## src/rtl/seq_detect_pkg.sv

```systemverilog
// Shared definitions for the 0101 serial pattern detector and its scan controller.
package seq_detect_pkg;

   // Detector core states, named after the suffix of the bit stream seen so far.
   // R0 is also the cleared state: it behaves as if the last bit seen was a 1.
   typedef enum logic [1:0] {
      R0    = 2'd0,
      RZ    = 2'd1,
      Z20   = 2'd2,
      Z202Z = 2'd3
   } det_state_t;

   // Scan controller states.
   typedef enum logic [1:0] {
      IDLE  = 2'd0,
      SHIFT = 2'd1,
      DONE  = 2'd2
   } ctrl_state_t;

endpackage

```

## src/rtl/seq0101_core.sv

```systemverilog
// Overlapping 0101 detector core. It is a Mealy machine: z is high in the
// cycle that the completing 1 is presented on x. The state only advances
// while en is high, and a synchronous clear returns it to R0.
module seq0101_core
   import seq_detect_pkg::*;
(
   input  logic clock,
   input  logic reset_n,
   input  logic clear,
   input  logic en,
   input  logic x,
   output logic z
);

   det_state_t state;
   det_state_t next_state;

   // Next-state and Mealy output. When en is low the state holds and z stays low.
   always_comb begin
      next_state = state;
      z          = 1'b0;
      if (en) begin
         case (state)
            R0:      next_state = x ? R0  : RZ;
            RZ:      next_state = x ? Z20 : RZ;
            Z20:     next_state = x ? R0  : Z202Z;
            Z202Z: begin
               next_state = x ? Z20 : RZ;
               z          = x;
            end
            default: next_state = R0;
         endcase
      end
   end

   // State register; clear wins over normal advance so a new word starts fresh.
   always_ff @(posedge clock or negedge reset_n) begin
      if (!reset_n) begin
         state <= R0;
      end else if (clear) begin
         state <= R0;
      end else begin
         state <= next_state;
      end
   end

endmodule

```

## src/rtl/seq_scan_controller.sv

```systemverilog
// Scan controller: captures a word on start and feeds it MSB-first into the
// 0101 detector core, one bit per clock. It counts detections (saturating),
// records the bit index of the first match and pulses done for one cycle
// after the last bit. abort during a scan drops back to IDLE with the results
// cleared and no done pulse.
module seq_scan_controller
   import seq_detect_pkg::*;
#(
   parameter int WIDTH   = 16,
   parameter int COUNT_W = 5
) (
   input  logic               clock,
   input  logic               reset_n,
   input  logic               start,
   input  logic               abort,
   input  logic [WIDTH-1:0]   data_in,
   output logic               busy,
   output logic               done,
   output logic               serial_bit,
   output logic               detect,
   output logic [COUNT_W-1:0] match_count,
   output logic               first_valid,
   output logic [COUNT_W-1:0] first_pos
);

   localparam logic [COUNT_W-1:0] LAST_IDX  = COUNT_W'(WIDTH - 1);
   localparam logic [COUNT_W-1:0] COUNT_MAX = '1;

   ctrl_state_t        state;
   ctrl_state_t        next_state;
   logic [WIDTH-1:0]   shreg;
   logic [COUNT_W-1:0] bit_idx;
   logic               accept;
   logic               shifting;
   logic               last_bit;
   logic               det_z;

   assign shifting   = (state == SHIFT);
   assign last_bit   = (bit_idx == LAST_IDX);
   assign busy       = shifting;
   assign done       = (state == DONE);
   assign serial_bit = shifting ? shreg[WIDTH-1] : 1'b0;
   assign detect     = det_z;

   seq0101_core u_core (
      .clock   (clock),
      .reset_n (reset_n),
      .clear   (accept),
      .en      (shifting),
      .x       (serial_bit),
      .z       (det_z)
   );

   // Controller state register.
   always_ff @(posedge clock or negedge reset_n) begin
      if (!reset_n) begin
         state <= IDLE;
      end else begin
         state <= next_state;
      end
   end

   // Next-state logic. start is only honoured in IDLE or DONE, so a scan can
   // follow the previous one with no idle gap; abort only matters in SHIFT.
   always_comb begin
      next_state = state;
      accept     = 1'b0;
      case (state)
         IDLE: begin
            if (start) begin
               accept     = 1'b1;
               next_state = SHIFT;
            end
         end
         SHIFT: begin
            if (abort) begin
               next_state = IDLE;
            end else if (last_bit) begin
               next_state = DONE;
            end
         end
         DONE: begin
            if (start) begin
               accept     = 1'b1;
               next_state = SHIFT;
            end else begin
               next_state = IDLE;
            end
         end
         default: next_state = IDLE;
      endcase
   end

   // Datapath: word capture, shifting, match counting and first-match capture.
   // Results are only touched on an accepted start or during SHIFT, so they
   // hold through DONE and IDLE for the host to read.
   always_ff @(posedge clock or negedge reset_n) begin
      if (!reset_n) begin
         shreg       <= '0;
         bit_idx     <= '0;
         match_count <= '0;
         first_valid <= 1'b0;
         first_pos   <= '0;
      end else if (accept) begin
         shreg       <= data_in;
         bit_idx     <= '0;
         match_count <= '0;
         first_valid <= 1'b0;
         first_pos   <= '0;
      end else if (shifting) begin
         if (abort) begin
            bit_idx     <= '0;
            match_count <= '0;
            first_valid <= 1'b0;
            first_pos   <= '0;
         end else begin
            shreg   <= {shreg[WIDTH-2:0], 1'b0};
            bit_idx <= bit_idx + COUNT_W'(1);
            if (det_z) begin
               if (match_count != COUNT_MAX) begin
                  match_count <= match_count + COUNT_W'(1);
               end
               if (!first_valid) begin
                  first_valid <= 1'b1;
                  first_pos   <= bit_idx;
               end
            end
         end
      end
   end

endmodule

```

## config.mk

```make
export PLATFORM = sky130hd
export DESIGN_NAME = seq_scan_controller
export DESIGN_NICKNAME = d
export VERILOG_FILES = /design/src/rtl/seq_detect_pkg.sv /design/src/rtl/seq0101_core.sv /design/src/rtl/seq_scan_controller.sv
export SDC_FILE = /design/constraint.sdc
export NUM_CORES = 1
export LEC_CHECK = 0
export BUFFER_PORTS_ARGS = -buffer_cell sky130_fd_sc_hd__buf_2
export CAP_MARGIN = 20
export CORE_MARGIN = 2
export CORE_UTILIZATION = 54
export CTS_BUF_LIST = sky130_fd_sc_hd__clkbuf_16
export DETAILED_ROUTE_END_ITERATION = 7
export GPL_ROUTABILITY_DRIVEN = 1
export PLACE_DENSITY = 0.79
export RECOVER_POWER = 25
export SLEW_MARGIN = 20
export SYNTH_ARGS = -nofsm -noshare
export SYNTH_HDL_FRONTEND = slang
export SYNTH_SLANG_ARGS = --single-unit
```

## constraint.sdc

```tcl
create_clock -name clock -period 2.6 [get_ports clock]
set_input_delay 0.13 -clock clock [delete_from_list [all_inputs] [get_ports clock]]
set_output_delay 0.13 -clock clock [all_outputs]
set_load 0.005 [all_outputs]
```

; Word-level counts from Yosys, hierarchy flattened
; Index checks and enable logic that the tools add are counted.
[word_totals]
regBits = 36
latch_bits = 0
ram_bits = 0
mem_bits_ro = 0
inputBits = 20
out_inout_bits = 15
wordCells = 68
n_memories = 0
[classes]
n_addsub = 2
n_mul = 0
n_div = 0
order_cmp = 0
eq_ne = 11
shift = 0
n_mux = 36
bitwise_logic = 0
n_reduce_logical = 12
[ops]
columns = op, count
row1 = $mux 5, 13
row2 = $mux 16, 3
row3 = $mux 2, 7
row4 = $pmux 2 s3, 2
row5 = $mux 1, 11
row6 = $add 5x1->5 const B, 2
row7 = $eq 2x2->1 const B, 3
row8 = $ne 3x2->1 const B, 2
row9 = $reduce_and 2->1, 3
row10 = $reduce_and 3->1, 2
row11 = $reduce_bool 3->1, 2
row12 = $eq 5x4->1 const B, 1
row13 = $ne 5x5->1 const B, 1
row14 = $eq 2x1->1 const B, 2
row15 = $logic_not 2->1, 2
row16 = $reduce_or 2->1, 2
row17 = $ne 2x1->1 const B, 1
row18 = $ne 2x2->1 const B, 1
row19 = $reduce_bool 2->1, 1

; Logic depth before layout (Yosys ltp)
[depth]
word_depth = 8
mapped_depth = 8
ltp_nobuf = 7

; By module
; A second synthesis with hierarchy kept.
[unflattened]
hier_cells = 184
hier_area_um2 = 1717.9
[by_module_without_submodules]
columns = module, instances, cells_per_inst, area_each_um2, seq_area_each_um2
row1 = seq_scan_controller, 1, 174, 1624.1, 850.8
row2 = seq0101_core, 1, 10, 93.8, 50.0

; Least setup slack after synthesis
; OpenSTA, ideal clock, no wires.
[synth_timing]
path_kind = reg-to-reg
from = register match_count[0]
to = register match_count[3]
setup_ps = 111
arrival_time_ps = 1846
path_slack_ps = 642
path_stages_with_launch = 9
period_less_slack_ps = 1958
path_cell_list = dfrtp_1 -> ha_1 -> and3_1 -> ha_1 -> and4b_1 -> buf_2 -> nand4_1 -> mux2i_1 -> a2111oi_2
[synth_between]
elab_chain_cells = 6
[synth_rtl]
columns = element, line
row1 = "start, declared", seq_scan_controller.sv:21  ; output logic [COUNT_W-1:0] match_count,
row2 = "start signal, assigned", seq_scan_controller.sv:121  ; match_count <= match_count + COUNT_W'(1);
row3 = $add 5x1->5, seq_scan_controller.sv:121
row4 = $mux 5, seq_scan_controller.sv:120  ; if (match_count != COUNT_MAX) begin
row5 = $mux 5, seq_scan_controller.sv:119  ; if (det_z) begin
row6 = $mux 5, seq_scan_controller.sv:111  ; if (abort) begin
row7 = $mux 5, seq_scan_controller.sv:110  ; end else if (shifting) begin
row8 = $mux 5, seq_scan_controller.sv:104  ; end else if (accept) begin
; Several ways; a longest one is shown, not always the timed one. The select of a mux whose other input is x is not followed.
; A chain may end at the register's enable or synchronous reset.

; Final worst setup path
; Ends and elaborated chain as after synthesis.

==> flow_summary.ini <==
[timing]
drv_slew = 37
setup_viol = 0
period_minus_slack_ps = 2140
fmax_ghz = 0.467
tightest_slew_ps = 1870
clock_skew_ps = 3.71
period_share_pct = 82.3
rsz0062_at_grt = false
slew_headroom_pct = -24.4
hold_slack_ps = 54.1
hold_violations = 0
finalSetupTns_ps = 0

[detailed_routing]
wl_met1_um = 1720
drtIter0Drc = 120
ant_nets = 0
drc = 0
vias = 1439
wl_met3_um = 197
routedWlPerCell_um = 15.9
avgViaCountPerCell = 6.05
drt_wl_total_um = 3780
top_layer_used = met4
drt-pass1-iter-count = 4
wl_met2_um = 1780

[cts]
cts_tree = done
ctsHtreeMaxLevel = 2
ctsResizeCount = 0
cts_setup_buffers = 0
root_buffer = clkbuf_16
clock-sinks = 36
cts_buffers = 5
cts_buffer_depth = 2
worstSkewPairLatency_ps = 280
cts.clk_slew.worst_paths_ps = 50

[setup_path]
path_max_fanout = 7
rrSetupSlack_ps = 460
crit_family = simple AND/OR/NAND/NOR gates
worstSetupPathType = reg -> reg
crit_buf_inv = 0
path_cells = ha_1 > and3_1 > ha_1 > and4b_1 > nand4_1 > mux2i_1 > a2111oi_2
max_stage_delay_ps = 410
worstPathRequired_ps = 2770
crit_top_cell = ha_1
slowest_stage = dfrtp_1
crit_arrival_ps = 2310
end_kind = flop
cp-start-kind = flop

[placed_design]
post-dp-hpwl_um = 2470
gp_congestion = 0.790
port_buffers = 34

[finish]
fillCellCount = 259
nets = 217
area_growth_syn_to_layout_pct = 17.7
num_antenna_cells = 0
utilization_pct = 67.2
drive_gt1_share_pct = 20.6

[synth]
yosysTopAreaCell = dfrtp_1
netlist.area_leader.share_pct = 51.7
synth.yosys.seq_area_share_pct = 51.7
synthFlopType = dfrtp_1
yosys_warnings = 0
synth_area_leaders = dfrtp_1 (52%), a221o_1 (8.0%), and3_1 (5.7%)
synth.avg_cell_area_um2 = 10.8
synthesis.area_um2 = 1740
netlist_instances = 162
ys_ff_latch = 36
yosysUniqueCellTypes = 36
synthTopCellsByCount = dfrtp_1 (36), and3_1 (16), nand2_1 (15), a221o_1 (14), nand3_1 (9)
synth-edff-count = 0
synth_nets = 186
synthArstFlopShare_pct = 100
yosysMostFrequentCell = dfrtp_1

[grt]
grt_pass1_vias = 1357
grt_pass1_wl_um = 6160
grt_start_max_net_pins = 37
gr-total-overflow = 0
antenna_found_initial = 0
grtUsageTotal_pct = 22.9

[outcome]
status = finished with violations
violations = max-capacitance violations, max-slew violations

[die]
start_util_pct = 57.1
row_count = 20
ios = 35
die_h_um = 60.8
core_area_um2 = 3050
dieWidth_um = 60.8
dieArea_um2 = 3700

[flow_run]
max_cap_viol_count = 1

[worst_hold_path]
hp-class = in -> reg

[power]
p_per_area_nw_per_um2 = 747
leakagePower_nw = 1.02
ir_drop_mv = 0.513
final cells by class:
cell class / instances / area [um2] / area share, %
multi-input cells: 110 / 756 / 36.8
well taps: 44 / 55.1 / 2.68
clock inverters: 3 / 11.3 / 0.549
clock buffers: 5 / 125 / 6.10
repair buffers: 37 / 188 / 9.15
flip-flops and latches: 36 / 901 / 43.9
inverters: 3 / 16.3 / 0.793
worst min-delay path, delay by kind of cell:
family / cells / cell delay, ps
buffers and inverters: 1 / 70
and+or+nand+nor: 2 / 90
final timing paths:
check | start | to | depth (start not counted)
worst max register to register | match_count[0]$_DFFE_PN0P_ | match_count[3]$_DFFE_PN0P_ | 7
worst max-delay path | match_count[0]$_DFFE_PN0P_ | match_count[3]$_DFFE_PN0P_ | 7
max in group asynchronous | reset_n | shreg[15]$_DFFE_PN0P_ | 2
worst min-delay path | data_in[15] | shreg[15]$_DFFE_PN0P_ | 3
min in group asynchronous | reset_n | first_pos[4]$_DFFE_PN0P_ | 2
worst min register to register | shreg[14]$_DFFE_PN0P_ | shreg[15]$_DFFE_PN0P_ | 2
metrics by stage:
step           std cells  area, um2  worst slack, ps  total power [mW]
2_1_floorplan        162       1740              642             0.903
3_3_place_gp         229       1910              608             0.969
3_5_place_dp         229       1910              479             0.979
4_1_cts              238       2060              471              1.54
5_1_grt              238       2050              160              1.61
6_report             238       2050              459              1.53
registers in the layout, summed over array words and instances, names as in the netlist:
signal and count:
bit_idx 5, first_pos 5, first_valid 1, match_count 5, shreg 16, state 2, u_core.state 2
repair_timing:
action                                 4_1_cts  5_1_grt
hold buffers                                 1        0
setup endpoints to repair                    0        0
endpoints found under the hold margin       36        0
metal layers:
layer	track usage [%]	vias up
met5	0	-
met4	13.4	0
met3	5.33	9
met2	35.2	47
met1	29.9	702
li1	-	681
placed cells by master, fill, tap and decap left out, drive strengths merged, types with 3 or more instances in the layout:
cell type / count
clkbuf: 11
or4b: 3
dfrtp: 36
inv: 4
buf: 30
nor3: 4
o21ai: 8
nand4b: 3
a221o: 14
ha: 4
nor2: 6
and3: 16
nand2b: 3
nand3: 9
nand2: 15
a22o: 3
logic make-up after synthesis:
group | synth area share (%)
AOI/OAI and AO/OA | 18.2
adders and majority gates | 2.87
buffers and inverters | 5.10
DFF | 51.7
muxes | 0.574
and+or+nand+nor | 21.6
power breakdown:
| group | internal [mW] | switching (mW) | total (mW) |
|---|---|---|---|
| combinational | 0.119 | 0.143 | 0.262 |
| sequential | 0.650 | 0.0654 | 0.715 |
| clock | 0.344 | 0.211 | 0.555 |
Power figures use the tool's default switching activity.
